## src/rtl/sub_serial.sv

```systemverilog
// Digit-serial subtractor: diff = a - b - bin, DIGIT bits per clock through one borrow register.
// Optional macro SUB_SERIAL_SAT_EN saturates diff to the signed limit on overflow.
module sub_serial #(
    parameter int WIDTH = 32,
    parameter int DIGIT = 4
) (
    input  logic             clk,
    input  logic             rst,
    input  logic             in_valid,
    output logic             in_ready,
    input  logic [WIDTH-1:0] a,
    input  logic [WIDTH-1:0] b,
    input  logic             bin,
    output logic             out_valid,
    input  logic             out_ready,
    output logic [WIDTH-1:0] diff,
    output logic             bout,
    output logic             ovf,
    output logic [1:0]       dbg_state
);

    localparam int N  = WIDTH / DIGIT;
    localparam int CW = (N > 1) ? $clog2(N) : 1;
    localparam logic [WIDTH-1:0] DMASK = WIDTH'({DIGIT{1'b1}});

    typedef enum logic [1:0] {
        S_IDLE = 2'd0,
        S_BUSY = 2'd1,
        S_DONE = 2'd2
    } state_t;

    state_t           state_q, state_d;
    logic [WIDTH-1:0] a_q, a_d;
    logic [WIDTH-1:0] b_q, b_d;
    logic [WIDTH-1:0] res_q, res_d;
    logic [WIDTH-1:0] diff_q, diff_d;
    logic [CW-1:0]    cnt_q, cnt_d;
    logic             borrow_q, borrow_d;
    logic             bout_q, bout_d;
    logic             ovf_q, ovf_d;

    logic [DIGIT-1:0] dig_a, dig_b, dig_d;
    logic             br, br_msb;
    int               base;

    // Handshakes: a transfer happens on a rising edge where valid and ready are both high;
    // out_valid holds (with stable data) until out_ready, in_ready depends only on state.
    assign in_ready  = (state_q == S_IDLE);
    assign out_valid = (state_q == S_DONE);
    assign diff      = diff_q;
    assign bout      = bout_q;
    assign ovf       = ovf_q;
    assign dbg_state = state_q;

    always_comb begin
        base   = int'(cnt_q) * DIGIT;
        dig_a  = DIGIT'(a_q >> base);
        dig_b  = DIGIT'(b_q >> base);
        dig_d  = '0;
        br     = borrow_q;
        br_msb = 1'b0;
        // Bit-level ripple inside the digit; the borrow into the top bit feeds ovf.
        for (int i = 0; i < DIGIT; i++) begin
            if (i == DIGIT - 1) br_msb = br;
            dig_d[i] = dig_a[i] ^ dig_b[i] ^ br;
            br       = (~dig_a[i] & dig_b[i]) | (~(dig_a[i] ^ dig_b[i]) & br);
        end

        state_d  = state_q;
        a_d      = a_q;
        b_d      = b_q;
        res_d    = res_q;
        diff_d   = diff_q;
        cnt_d    = cnt_q;
        borrow_d = borrow_q;
        bout_d   = bout_q;
        ovf_d    = ovf_q;

        case (state_q)
            S_IDLE: begin
                if (in_valid) begin
                    a_d      = a;
                    b_d      = b;
                    borrow_d = bin;
                    cnt_d    = '0;
                    state_d  = S_BUSY;
                end
            end
            S_BUSY: begin
                res_d    = (res_q & ~(DMASK << base)) | (WIDTH'(dig_d) << base);
                borrow_d = br;
                if (cnt_q == CW'(N - 1)) begin
                    cnt_d   = '0;
                    state_d = S_DONE;
                    bout_d  = br;
                    ovf_d   = br_msb ^ br;
                    diff_d  = res_d;
`ifdef SUB_SERIAL_SAT_EN
                    if (ovf_d) begin
                        diff_d = a_q[WIDTH-1] ? {1'b1, {(WIDTH-1){1'b0}}}
                                              : {1'b0, {(WIDTH-1){1'b1}}};
                    end
`endif
                end else begin
                    cnt_d = cnt_q + CW'(1);
                end
            end
            S_DONE: begin
                if (out_ready) state_d = S_IDLE;
            end
            default: state_d = S_IDLE;
        endcase
    end

    always_ff @(posedge clk) begin
        if (rst) begin
            state_q  <= S_IDLE;
            a_q      <= '0;
            b_q      <= '0;
            res_q    <= '0;
            diff_q   <= '0;
            cnt_q    <= '0;
            borrow_q <= 1'b0;
            bout_q   <= 1'b0;
            ovf_q    <= 1'b0;
        end else begin
            state_q  <= state_d;
            a_q      <= a_d;
            b_q      <= b_d;
            res_q    <= res_d;
            diff_q   <= diff_d;
            cnt_q    <= cnt_d;
            borrow_q <= borrow_d;
            bout_q   <= bout_d;
            ovf_q    <= ovf_d;
        end
    end

endmodule
```

## config.mk

```make
export PLATFORM = sky130hd
export DESIGN_NAME = sub_serial
export DESIGN_NICKNAME = d
export VERILOG_FILES = /design/src/rtl/sub_serial.sv
export SDC_FILE = /design/constraint.sdc
export NUM_CORES = 1
export LEC_CHECK = 0
export ABC_AREA = 1
export BUFFER_PORTS_ARGS = -buffer_cell sky130_fd_sc_hd__buf_2
export CAP_MARGIN = 0
export CELL_PAD_IN_SITES_DETAIL_PLACEMENT = 0
export CELL_PAD_IN_SITES_GLOBAL_PLACEMENT = 1
export CORE_ASPECT_RATIO = 0.5
export CORE_MARGIN = 4
export CORE_UTILIZATION = 35
export DETAILED_ROUTE_END_ITERATION = 10
export HOLD_SLACK_MARGIN = 0.03
export PLACE_DENSITY = 0.77
export SETUP_SLACK_MARGIN = 0.15
export SLEW_MARGIN = 20
export SYNTH_ARGS = -nofsm -noshare
export SYNTH_HDL_FRONTEND = slang
export SYNTH_SLANG_ARGS = --single-unit
```

## constraint.sdc

```tcl
create_clock -name clk -period 5.8 [get_ports clk]
set_clock_uncertainty 0.15 [all_clocks]
set_input_delay 0.58 -clock clk [delete_from_list [all_inputs] [get_ports clk]]
set_output_delay 0.58 -clock clk [all_outputs]
set_load 0.05 [all_outputs]
```

# Yosys cells after proc, flatten, opt, wreduce, memory -nomap -nowiden
# Cells that the tools add are included.
dict set report totals {
  input_bits 69
  out_inout_bits 38
  register_bits 136
}
dict set report classes {
  shift 4
  bitwise 32
  reduce_logical 6
  addsub 1
  n_mux 9
  n_eq_ne 6
}
# op n
set op_table {}
lappend op_table {{right shift 32 x 5 -> 4 bit} 2}
lappend op_table {{AND 32 bit} 1}
lappend op_table {{NOT 32 bit} 1}
lappend op_table {{OR 32 bit} 1}
lappend op_table {{<< shifter 4 x 5 -> 32 bit} 1}
lappend op_table {{<< shifter 4 x 5 -> 32 bit, first input constant} 1}
lappend op_table {{bitwise XOR 1 bit} 9}
lappend op_table {{AND 1 bit} 8}
lappend op_table {{NOT 1 bit} 8}
lappend op_table {{two-way mux 2 bit} 3}
lappend op_table {{two-way mux 3 bit} 2}
lappend op_table {{one-hot mux 2 bit (3 select lines)} 1}
lappend op_table {{one-hot mux 3 bit (2 select lines)} 1}
lappend op_table {{AND reduction 2 bit} 3}
lappend op_table {{inequality test 2 bit, second input constant} 2}
lappend op_table {{OR 1 bit} 4}
lappend op_table {{adder 3 x 1 -> 3 bit, second input constant} 1}
lappend op_table {{== test 3 bit, second input constant} 1}
lappend op_table {{AND reduction 3 bit} 1}
lappend op_table {{== test 2 x 1 -> 1 bit, second input constant} 1}
lappend op_table {{== test 2 bit, second input constant} 1}
lappend op_table {{zero test 2 bit} 1}
lappend op_table {{inequality test 2 x 1 -> 1 bit, second input constant} 1}
lappend op_table {{one-hot mux 1 bit (2 select lines)} 1}
lappend op_table {{other kinds (2)} 2}

# Longest topological paths before layout
# Gate-level depths: netlist of run 1.
dict set report depth {
  depth_word 12
  mapped_depth 19
}

# Worst setup path after synthesis of run 1
# No wires, ideal clock.
dict set report synth_timing {
  kind {register to register}
  start {register cnt_q[0]}
  end {register diff_q[27], in the netlist diff[27]}
  t_arrival_ps 3007
  path_slack_ps 2587
  path_stages_with_launch 19
  setup_time_ps 56
  required_time_ps 5594
  path_cell_list {dfxtp_1 -> buf_2 -> buf_2 -> buf_2 -> nand2_1 -> nand2_1 -> nand3_1 -> nand2_1 -> fa_1 -> inv_1 -> fa_1 -> fa_1 -> inv_1 -> fa_1 -> nor2_1 -> nand3_1 -> nand3_1 -> nand2_1 -> inv_1}
}
dict set report synth_via {
  elab_chain_len 12
}
# item line
set synth_lines {}
lappend synth_lines {{start: declaration} 37} ;# logic [CW-1:0] cnt_q, cnt_d;
lappend synth_lines {{start signal: assignment} 132} ;# cnt_q <= cnt_d;
lappend synth_lines {{right shift 32 x 5 -> 4 bit (on tied branches)} {57, 58}}
lappend synth_lines {{bitwise XOR 1 bit} 66} ;# br = (~dig_a[i] & dig_b[i]) | (~(dig_a[i] ^ dig_b[i]) & br);
lappend synth_lines {{NOT 1 bit} 66}
lappend synth_lines {{AND 1 bit} 66}
lappend synth_lines {{OR 1 bit} 66}
lappend synth_lines {{AND 1 bit} 66}
lappend synth_lines {{OR 1 bit} 66}
lappend synth_lines {{AND 1 bit} 66}
lappend synth_lines {{OR 1 bit} 66}
lappend synth_lines {{bitwise XOR 1 bit} 65} ;# dig_d[i] = dig_a[i] ^ dig_b[i] ^ br;
lappend synth_lines {{<< shifter 4 x 5 -> 32 bit} 90} ;# res_d = (res_q & ~(DMASK << base)) | (WIDTH'(dig_d) << base);
lappend synth_lines {{OR 32 bit} 90}
lappend synth_lines {{end signal: assignment} 131} ;# diff_q <= diff_d;
lappend synth_lines {{end: declaration} 36} ;# logic [WIDTH-1:0] diff_q, diff_d;
# Several ways; a longest one is shown, not always the timed one.
# A chain may end at the register's enable or synchronous reset.

# Worst setup path after layout of run 1
dict set report layout_timing {
  start {register cnt_q[1]}
  end {register diff_q[18], in the netlist diff[18]}
}
dict set report layout_via {
  elab_chain_len 10
}
# item line
set layout_lines {}
lappend layout_lines {{right shift 32 x 5 -> 4 bit (on tied branches)} {57, 58}}
lappend layout_lines {{bitwise XOR 1 bit} 66}
lappend layout_lines {{NOT 1 bit} 66}
lappend layout_lines {{AND 1 bit} 66}
lappend layout_lines {{OR 1 bit} 66}
lappend layout_lines {{AND 1 bit} 66}
lappend layout_lines {{OR 1 bit} 66}
lappend layout_lines {{bitwise XOR 1 bit} 65}
lappend layout_lines {{<< shifter 4 x 5 -> 32 bit} 90}
lappend layout_lines {{OR 32 bit} 90}
# Several ways; a longest one is shown, not always the timed one.

==> impl_metrics.tcl, run 1 <==
set metrics [dict create \
    status "complete, no violations" \
    yosys.area.top_type "dfxtp_1" \
    cts_made_buffers 17 \
    crit_cells 13 \
    seqPwrFrac_pct 40.0 \
    cts_setup_buffers 0 \
    synth_area_leaders "dfxtp_1 41%, nand2_1 11%, inv_1 9.0%" \
    drive_above_1_share_pct 15.9 \
    crit_chain "inv_1 > nand3_1 > nand2_1 > nand2_1 > nand2_1 > fa_1 > fa_1 > inv_1 > nor2_1 > nand3_1 > nand3_1 > nand2_1 > inv_1" \
    r2r_start "cnt_q[1]$_SDFFE_PP0P_" \
    slowest_stage "dfxtp_1" \
    placed_cell_area_um2 6990 \
    vias 5951 \
    startpoint_type "flip-flop" \
    hold_violations 0 \
    finalCritPeriodShare_pct 64.7 \
    vias_per_cell 4.66 \
    grt_pass1_wl_mm 28.2 \
    leakagePower_nw 3.70 \
    rows 34 \
    powerDensity_nw_per_um2 325 \
    dieArea_um2 20600 \
    synth_top_area_share_pct 41.4 \
    p_sw_w 0.000717 \
    final_nets 1109 \
    wl_per_cell_um 13.4 \
    tns_ns 0 \
    place.gp.congestion 0.803 \
    synth_seq_cells 132 \
    synthCells 954 \
    finalCriticalPeriod_ns 3.75 \
    p_comb_share_pct 16.1 \
    rrSetupSlack_ns 2.05 \
    worst-endpoint-arrival_ns 3.97 \
    cp_max_fo 19 \
    start_util_pct 36.3 \
    die_w_um 199 \
    syn2layout_area_growth_pct 18.7 \
    ff2ff_path_depth 13 \
    irDropWorstVdd_v 0.000213 \
    reg2reg_to "diff[18]$_SDFFE_PP0P_" \
    avgSynthCellArea_um2 6.69 \
    internal_power_w 0.00175 \
    yosys_warnings 0 \
    core_area_um2 17600 \
    port_buffers 106 \
    path_clk_slew_ns 0.06 \
    grt_start_max_net_pins 73 \
    clk_latency_ns 0.41 \
    tightest_slew_ns 0.755 \
    final_cell_area_um2 7580 \
    grt_util_all_layers_pct 16.7 \
    cts_buffer_depth 2 \
    synth-edff-count 0 \
    n_antenna_cell 0 \
    antenna_found_initial 0 \
    drt_iter0_drc 337 \
    critPathTopFamily "simple AND/OR/NAND/NOR gates" \
    timing.fmax_mhz 266 \
    place_hpwl_mm 11.8 \
    clkPwrFrac_pct 43.9 \
    crit_top_cell "nand2_1" \
    setup_viol 0 \
    switching_share_pct 29.1 \
    ctsResizeCount 0 \
    path_class "reg2reg" \
    rsz0062_at_grt "false" \
    drtPass1Iterations 4 \
    startpoint "cnt_q[1]$_SDFFE_PP0P_" \
    max_stage_delay_ns 0.75 \
    max_cap_violations 0 \
    netlist_area_um2 6390 \
    cts_sinks 132 \
    drc 0 \
    ys_seq_area_share_pct 41.4 \
    cts-hold-fix-buffers 0 \
    setup.worst_path.end "diff[18]$_SDFFE_PP0P_" \
    cts-root-buf "clkbuf_16" \
    synthArstFlopShare_pct 0 \
    required_ns 6.01 \
    wl_mm 17.1 \
    cp-end-kind "flip-flop" \
    htreeDepth 4 \
    ant_nets 0 \
    grt_pass1_vias 5644 \
    syn_nets 1033 \
    yosys_most_used_dff "dfxtp_1" \
    synth_cell_type_count 24 \
    slew_headroom_pct 49.7 \
    overflow 0 \
    cts_tree "done" \
    io_pins 107 \
    hp-class "in2reg" \
    die_h_um 104 \
    critPathBufInv 3 \
    final_max_slew_viol_count 0 \
]
-- final cells by class --
cell class | instances | area, µm²
clock inverters | 14 | 154
multi-input cells | 605 | 2800
well taps | 234 | 293
clock buffers | 18 | 439
repair buffers | 119 | 668
flip-flops and latches | 132 | 2640
inverters | 155 | 582
fillers | 1859 | 10000
-- registers in the layout, indices dropped and copies added (netlist names) --
signal and flops:
res_q 28, borrow_q 1, dbg_state 2, bout 1
diff 32, b_q 32, ovf 1, cnt_q 3
a_q 32
-- kinds of logic (layout without fill, tap and decap cells) --
logic type,Yosys count,count (layout),share of synthesized area [%]
fa+ha+maj,10,10,2.43
xor+xnor,1,1,0.137
compound gates,156,156,12.7
flops,132,132,41.4
buf+inv,217,306,14.9
simple gates,438,438,28.5
-- worst min path at each step --
| stage | cells past startpoint | slack (ns) | to | from |
|---|---|---|---|---|
| 2_1_floorplan | 2 | 0.28 | b_q[3]$_SDFFE_PP0P_ | b_q[3]$_SDFFE_PP0P_ |
| 3_3_place_gp | 2 | 0.29 | b_q[9]$_SDFFE_PP0P_ | b_q[9]$_SDFFE_PP0P_ |
| 3_5_place_dp | 2 | 0.30 | b_q[9]$_SDFFE_PP0P_ | b_q[9]$_SDFFE_PP0P_ |
| 4_1_cts | 4 | 0.25 | dbg_state[1]$_SDFFE_PP0P_ | out_ready |
| 5_1_grt | 4 | 0.28 | dbg_state[1]$_SDFFE_PP0P_ | out_ready |
| 6_report | 4 | 0.27 | dbg_state[1]$_SDFFE_PP0P_ | out_ready |
-- worst reg2reg max path: cells and delay by family (launching register included) --
family | cells | cell delay [ns]
AND/OR/NAND/NOR | 8 | 1.14
adder cells (fa/ha/maj) | 2 | 1.13
flip-flops | 1 | 0.75
buffers and inverters | 3 | 0.53
-- placed cells by master (no fill, tap or decap) --
master / instances
buf_4: 11
o21a_1: 1
nor2_1: 126
a21oi_1: 77
nand2_4: 1
ha_1: 6
inv_2: 2
a21oi_2: 7
dfxtp_2: 1
fa_1: 4
buf_2: 106
nand3_1: 109
clkinv_2: 2
nand4_1: 8
nor2_4: 1
inv_6: 3
inv_1: 153
or2_2: 1
nand2_1: 190
bufinv_16: 2
xnor2_1: 1
clkbuf_16: 17
nand3_2: 1
dfxtp_1: 131
buf_16: 2
clkbuf_8: 1
o21ai_0: 71
clkinvlp_4: 3
clkinv_4: 4
nor2_2: 1
-- layer usage --
layer | track usage [%] | vias up | part of all wire, %
li1 | - | 3114 | -
met1 | 23.9 | 2721 | 49
met2 | 25.9 | 98 | 46
met3 | 3.11 | 18 | 3.9
met4 | 4.63 | 0 | 1.3
met5 | 0 | - | 0
-- synth_stat cells (6+ instances only) --
library cell / instances
nand2_1: 190
inv_1: 153
dfxtp_1: 132
nor2_1: 126
nand3_1: 109
a21oi_1: 77
o21ai_0: 71
buf_2: 32
buf_6: 11
clkbuf_1: 11
nand4_1: 8
a21oi_2: 7
ha_1: 6
-- power groups by stage --
| stage | Clock, W | Sequential, W | Combinational, W |
|---|---|---|---|
| finish | 0.00108 | 0.000987 | 0.000396 |
| global route | 0.00114 | 0.000993 | 0.000453 |
| CTS | 0.00111 | 0.000987 | 0.000398 |
| detailed placement | 0 | 0.00101 | 0.000396 |
| global placement | 0 | 0.00101 | 0.000383 |
| floorplan | 0 | 0.00100 | 0.000283 |
-- stage by stage --
stage	std cells	total power [W]	worst slack [ns]	utilization, %	hold WS (ns)
after floorplan	954	0.00129	2.59	-	0.279
after global placement	1243	0.00139	2.11	39.4	0.294
after detailed placement	1245	0.00140	2.06	39.7	0.297
after CTS	1277	0.00249	2.02	43.0	0.254
after global routing	1277	0.00259	1.68	43.0	0.278
final	1277	0.00246	2.05	43.0	0.269
Power figures use the tool's default switching activity.
==> inputs of run 2 (changes only) <==
--- a/config.mk
+++ b/config.mk
@@ -5,7 +5,7 @@
 export SDC_FILE = /design/constraint.sdc
 export NUM_CORES = 1
 export LEC_CHECK = 0
-export ABC_AREA = 1
+export ABC_AREA = 0
 export BUFFER_PORTS_ARGS = -buffer_cell sky130_fd_sc_hd__buf_2
 export CAP_MARGIN = 0
 export CELL_PAD_IN_SITES_DETAIL_PLACEMENT = 0
@@ -15,7 +15,7 @@
 export CORE_UTILIZATION = 35
 export DETAILED_ROUTE_END_ITERATION = 10
 export HOLD_SLACK_MARGIN = 0.03
-export PLACE_DENSITY = 0.77
+export PLACE_DENSITY = 0.76
 export SETUP_SLACK_MARGIN = 0.15
 export SLEW_MARGIN = 20
 export SYNTH_ARGS = -nofsm -noshare
==> constraint.sdc (replaced) <==
create_clock -name clk -period 3.3 [get_ports clk]
set_clock_uncertainty 0.15 [all_clocks]
set_input_delay 0.33 -clock clk [delete_from_list [all_inputs] [get_ports clk]]
set_output_delay 0.33 -clock clk [all_outputs]
set_load 0.05 [all_outputs]
==> run 2 against run 1 <==
  * The flow now finishes with violations (negative setup slack)
  * Total power grew 71%
  * Die area fell by 7.0%
  * Synthesized cell count down 29%
  * Cell area is 2.8% higher
  * Synthesized area down 7.5%
  * Clock power up 74%
  * First-iteration DRC count rose by 9.8%
  * Non-clock buffer count is 59 higher
  * Maximum frequency increased by 9.3%
==> impl_metrics.tcl, run 2 <==
set metrics [dict create \
    final_max_slew_viol_count 0 \
    crit_chain "mux4_2 > mux2i_2 > fa_2 > inv_2 > fa_2 > fa_2 > inv_2 > fa_2 > buf_6 > nor2_4 > a221oi_2 > nor3_1" \
    synthArstFlopShare_pct 0 \
    grt_pass1_wl_mm 26.8 \
    synth_top_area_share_pct 44.7 \
    status "complete, but fails checks" \
    worst-endpoint-arrival_ns 3.61 \
    layout.cells.non_filler 1045 \
    antenna_found_initial 0 \
    timing.fmax_mhz 291 \
    placed_cells 967 \
    rows 33 \
    irDropWorstVdd_v 0.000295 \
    synth-edff-count 0 \
    ys_seq_area_share_pct 44.7 \
    place.gp.congestion 0.820 \
    drtPass1Iterations 5 \
    slew_headroom_pct 41.5 \
    tightest_slew_ns 0.878 \
    rsz0062_at_grt "true" \
    start_util_pct 35.9 \
    cp-end-kind "flip-flop" \
    cts_setup_buffers 0 \
    cts_made_buffers 17 \
    leakagePower_nw 3.18 \
    dieArea_um2 19200 \
    critPathBufInv 3 \
    max_cap_violations 0 \
    hold_violations 0 \
    grt_util_all_layers_pct 17.3 \
    holdPathStages 3 \
    ant_nets 0 \
    yosys_warnings 0 \
    synth_most_common_cell "nand2_1" \
    htreeDepth 4 \
    avgSynthCellArea_um2 8.72 \
    startpoint_type "flip-flop" \
    switching_share_pct 25.5 \
    finalCriticalPeriod_ns 3.44 \
    n_antenna_cell 0 \
    wl_mm 16.1 \
    finalCritPeriodShare_pct 104 \
    internal_power_w 0.00314 \
    cts_buffer_depth 2 \
    required_ns 3.48 \
    place_hpwl_mm 10.6 \
    syn2layout_area_growth_pct 31.8 \
    io_pins 107 \
    cts_tree "done" \
    crit_cells 12 \
    clk_latency_ns 0.41 \
    final_nets 886 \
    cts_sinks 132 \
    p_sw_w 0.00108 \
    clkPwrFrac_pct 44.5 \
    wl_per_cell_um 15.4 \
    drive_above_1_share_pct 27.5 \
    die_w_um 192 \
    synth_area_leaders "dfxtp_1 45%, nand2_1 9.4%, a221oi_1 7.1%" \
    seqPwrFrac_pct 41.2 \
    path_class "reg2reg" \
    n_fill_cell 1577 \
    tns_ns -1.22 \
    setup_viol 15 \
    synthCells 678 \
    syn_nets 757 \
    critPathTopFamily "adder cells" \
    synth_cell_type_count 40 \
    grt_pass1_vias 5275 \
    port_buffers 106 \
    drc 0 \
    layout_commonest_cell "nand2_1" \
    cp_max_fo 6 \
    netlist_area_um2 5910 \
    p_comb_share_pct 14.3 \
    powerDensity_nw_per_um2 542 \
    setup_ws_ns -0.136 \
    final_cell_mix "146 x nand2_1, 130 x dfxtp_1, 105 x buf_2" \
    die_h_um 99.9 \
    crit_top_cell "fa_2" \
    grt_start_max_net_pins 81 \
    drt_iter0_drc 370 \
    path_clk_slew_ns 0.06 \
    core_area_um2 16500 \
    synth_seq_cells 132 \
    vias_per_cell 5.00 \
    vias 5224 \
    hp-class "in2reg" \
    yosys.area.top_type "dfxtp_1" \
    violations "negative setup slack" \
    synth_commonest_cells "148 x nand2_1, 132 x dfxtp_1, 75 x a21oi_1, 62 x nor2_1, 61 x nor3_1" \
    overflow 0 \
    ff2ff_path_depth 12 \
    slowest_stage "mux4_2" \
    yosys_most_used_dff "dfxtp_1" \
    cts-root-buf "clkbuf_16" \
    max_stage_delay_ns 0.51 \
]
==> run 2: cell types whose count changed in the layout (fill, tap and decap cells not counted), sizes merged, moves of 11 or more <==
| cell | previous run | this run |
|---|---|---|
| nor2b | 0 | 11 |
| mux4 | 0 | 16 |
| dlygate4sd3 | 0 | 48 |
| nor3 | 0 | 62 |
| inv | 158 | 5 |
| nand2 | 191 | 151 |
| a221oi | 0 | 48 |
| buf | 119 | 130 |
| nor2 | 128 | 62 |
| nand3 | 110 | 2 |
| o21ai | 71 | 1 |
==> run 2: final cells by class <==
cell class                 count  area (µm²)  share of cell area [%]
clock buffer                  20         447                    5.73
clock inverter                10         134                    1.72
inverter                       5        18.8                   0.241
multi-input combinational    473        3040                    39.0
sequential                   132        2650                    34.0
tap                          227         284                    3.65
timing repair buffer         178        1220                    15.6
==> run 2: stage by stage <==
| step | hold WS, ns | power (W) | utilization (%) | worst slack, ns | instance area (µm²) |
|---|---|---|---|---|---|
| after floorplan | 0.282 | 0.00215 | - | -0.119 | 6010 |
| after global placement | 0.291 | 0.00229 | 40.0 | -0.129 | 6590 |
| after detailed placement | 0.295 | 0.00230 | 40.0 | -0.180 | 6590 |
| after CTS | 0.0307 | 0.00422 | 46.7 | -0.111 | 7700 |
| after global routing | 0.0355 | 0.00441 | 47.3 | -0.280 | 7790 |
| final | 0.0384 | 0.00422 | 47.3 | -0.136 | 7790 |
==> run 2: per-layer routing <==
| layer | track usage [%] | vias to the layer above | part of all wire [%] |
|---|---|---|---|
| met5 | 0 | - | 0 |
| met4 | 4.96 | 0 | 0.73 |
| met3 | 3.47 | 9 | 4.1 |
| met2 | 27.6 | 111 | 47 |
| met1 | 24.1 | 2488 | 48 |
| li1 | - | 2616 | - |
==> run 2: kinds of logic (layout without fill, tap and decap cells) <==
kind of cell | Yosys count | after routing | share of synthesized area [%]
AO/OA/AOI/OAI | 130 | 130 | 14.4
XOR/XNOR | 1 | 1 | 0.148
adder cells (fa/ha/maj) | 10 | 10 | 2.63
buffers and inverters | 73 | 213 | 7.54
flip-flops | 132 | 132 | 44.7
multiplexers | 20 | 20 | 6.84
AND/OR/NAND/NOR | 312 | 312 | 23.7
==> run 2: worst paths after layout <==
check | endpoint | start | slack [ns]
worst max-delay path | res_q[7]$_SDFFE_PP0P_ | cnt_q[0]$_SDFFE_PP0P_ | -0.14
worst min-delay path | a_q[7]$_SDFFE_PP0P_ | a[7] | 0.04
worst max register to register | res_q[7]$_SDFFE_PP0P_ | cnt_q[0]$_SDFFE_PP0P_ | -0.14
worst min register to register | a_q[24]$_SDFFE_PP0P_ | a_q[24]$_SDFFE_PP0P_ | 0.30
==> run 2: what timing repair did <==
item	4_1_cts	5_1_grt
endpoints found under the hold margin	48	0
resized for setup	10	15
endpoints found under the setup margin	16	29
hold buffers	48	0
pin swaps	12	9
==> run 2: power by group through the flow <==
stage / clock [W] / sequential (W) / combinational (W)
after floorplan: 0 / 0.00175 / 0.000398
after global placement: 0 / 0.00177 / 0.000518
after detailed placement: 0 / 0.00177 / 0.000529
after CTS: 0.00191 / 0.00174 / 0.000579
after global routing: 0.00199 / 0.00175 / 0.000667
final: 0.00188 / 0.00174 / 0.000602
==> run 2: worst reg2reg max path: stages, from the launching register on <==
cell and delay, ns:
dfxtp_4 0.38, mux4_2 0.52, mux2i_2 0.18, fa_2 0.22, inv_2 0.04, fa_2 0.34
fa_2 0.36, inv_2 0.07, fa_2 0.46, buf_6 0.14, nor2_4 0.22, a221oi_2 0.10
nor3_1 0.19
==> inputs of run 3 (changes only) <==
--- a/config.mk
+++ b/config.mk
@@ -15,7 +15,7 @@
 export CORE_UTILIZATION = 35
 export DETAILED_ROUTE_END_ITERATION = 10
 export HOLD_SLACK_MARGIN = 0.03
-export PLACE_DENSITY = 0.76
+export PLACE_DENSITY_LB_ADDON = 0.1
 export SETUP_SLACK_MARGIN = 0.15
 export SLEW_MARGIN = 20
 export SYNTH_ARGS = -nofsm -noshare
==> constraint.sdc (replaced) <==
create_clock -name clk -period 3.1 [get_ports clk]
set_clock_uncertainty 0.15 [all_clocks]
set_input_delay 0.31 -clock clk [delete_from_list [all_inputs] [get_ports clk]]
set_output_delay 0.31 -clock clk [all_outputs]
set_load 0.05 [all_outputs]
==> run 3 against run 2 <==
  * The flow still finishes with violations (negative setup slack)
  * Die area unchanged
  * Sequential power increased by 6%
  * Worst hold slack improved by 0.016 ns
  * First-iteration DRC count decreased by 24%
  * Cell area increased by 5.1%
  * Cell count increased by 2.8%
==> impl_metrics.tcl, run 3 (synthesized netlist as in run 2, its figures left out) <==
set metrics [dict create \
    rsz0062_at_grt "true" \
    tightest_slew_ns 1.39 \
    slowest_stage "mux4_2" \
    syn2layout_area_growth_pct 38.5 \
    drive_above_1_share_pct 30.2 \
    startpoint_type "flip-flop" \
    n_fill_cell 1608 \
    multi_input_area_um2 3150 \
    antenna_found_initial 0 \
    critPathTopFamily "adder cells" \
    core_area_um2 16500 \
    powerDensity_nw_per_um2 578 \
    p_total_w 0.00473 \
    port_buffers 106 \
    pre_cts_ws_ns -0.416 \
    ant_nets 0 \
    rows 33 \
    max_stage_delay_ns 0.52 \
    grt_start_max_net_pins 85 \
    path_class "reg2reg" \
    drtPass1Iterations 4 \
    status "complete, but fails checks" \
    overflow 0 \
    grt_pass1_vias 5217 \
    leakagePower_nw 3.33 \
    timing.fmax_mhz 292 \
    violations "negative setup slack" \
    max_cap_violations 0 \
    die_h_um 99.9 \
    setup_ws_ns -0.323 \
    rrSetupSlack_ns -0.32 \
    finalCritPeriodShare_pct 110 \
    wl_mm 16.9 \
    cts-root-buf "clkbuf_16" \
    grt_util_all_layers_pct 17.9 \
    final_cell_mix "147 x nand2_1, 131 x dfxtp_1, 105 x buf_2" \
    grt_pass1_wl_mm 27.5 \
    crit_chain "mux4_2 > mux2i_2 > fa_2 > inv_2 > fa_2 > fa_2 > inv_2 > fa_2 > nor2b_1 > buf_4 > a221oi_1 > nor3_1" \
    place.gp.congestion 0.750 \
    finalCriticalPeriod_ns 3.42 \
    worst-endpoint-arrival_ns 3.60 \
    cp_max_fo 7 \
    drt_iter0_drc 280 \
    start_util_pct 35.9 \
    cts_buffer_depth 2 \
    final_max_slew_viol_count 0 \
    layout_commonest_cell "nand2_1" \
    cts_tree "done" \
    clk_latency_ns 0.41 \
    place_hpwl_mm 11.0 \
    critPathBufInv 3 \
    vias 5318 \
    crit_top_cell "fa_2" \
    final_nets 913 \
    irDropWorstVdd_v 0.000395 \
    required_ns 3.28 \
    wl_per_cell_um 15.7 \
    cts_sinks 132 \
    io_pins 107 \
    drc 0 \
    hp-class "in2reg" \
    setup_viol 18 \
    utilization_pct 49.7 \
    htreeDepth 4 \
    n_antenna_cell 0 \
    cts_made_buffers 17 \
    slew_headroom_pct 7.09 \
    cp-end-kind "flip-flop" \
    die_w_um 192 \
    hold_violations 0 \
    vias_per_cell 4.95 \
    path_clk_slew_ns 0.06 \
    seq_area_um2 2650 \
    dieArea_um2 19200 \
]
[run 3: changes by cell type in the layout (fill, tap and decap cells not counted), moves of 2 or more]
cell           change
a21oi_1            -3
nor3_2             +4
dlygate4sd3_1     +12
a221oi_2           +2
a21oi_2            +2
buf_4              +9
buf_6              +6
a221oi_4           +2
nor3_1             -4
clkinv_2           -3
clkinvlp_4         +2
a221oi_1           -4
[run 3: repair_timing]
action	CTS	global route
gates resized for setup	11	23
hold buffers	60	0
buffers inserted	7	3
pin swaps	26	23
cloned	0	0
endpoints found under the setup margin	33	41
endpoints found under the hold margin	60	0
[run 3: path summary, 6_finish.rpt]
kind / from / endpoint / cells after the start
worst max-delay path: cnt_q[0]$_SDFFE_PP0P_ / res_q[19]$_SDFFE_PP0P_ / 12
worst min-delay path: a[4] / a_q[4]$_SDFFE_PP0P_ / 3
worst max register to register: cnt_q[0]$_SDFFE_PP0P_ / res_q[19]$_SDFFE_PP0P_ / 12
worst min register to register: b_q[23]$_SDFFE_PP0P_ / b_q[23]$_SDFFE_PP0P_ / 2
[run 3: metal layers]
metal / routed length (µm) / vias to the layer above / GRT usage, %
li1: - / 2682 / -
met1: 8560 / 2544 / 25.4
met2: 7680 / 79 / 28.4
met3: 516 / 13 / 3.20
met4: 133 / 0 / 4.74
met5: 0 / - / 0
[run 3: power by group]
part | internal, W | total, W | switching [W]
combinational | 0.000388 | 0.000787 | 0.000399
sequential | 0.00179 | 0.00185 | 0.0000657
clock | 0.00131 | 0.00209 | 0.000782
[run 3: worst min-delay path, delay by kind of cell]
kind	cells	cell delay, ns
buffers and inverters	1	0.10
AO/OA/AOI/OAI	1	0.07
AND/OR/NAND/NOR	1	0.08
[run 3: area by class of cell]
type | count | area share (%)
inverters | 5 | 0.229
well taps | 227 | 3.47
flip-flops and latches | 132 | 32.3
multi-input cells | 473 | 38.5
repair buffers | 205 | 18.0
clock buffers | 21 | 5.63
clock inverters | 11 | 1.85
[run 3: metrics by stage]
stage,TNS (ns),cells,instance area (µm²),hold WS [ns]
global route,-8.05,1074,8190,0.0572
floorplan,-4.94,678,6110,0.282
global placement,-4.20,972,6710,0.291
finish,-4.08,1074,8190,0.0547
detailed placement,-5.61,972,6710,0.298
CTS,-4.09,1071,8030,0.0311
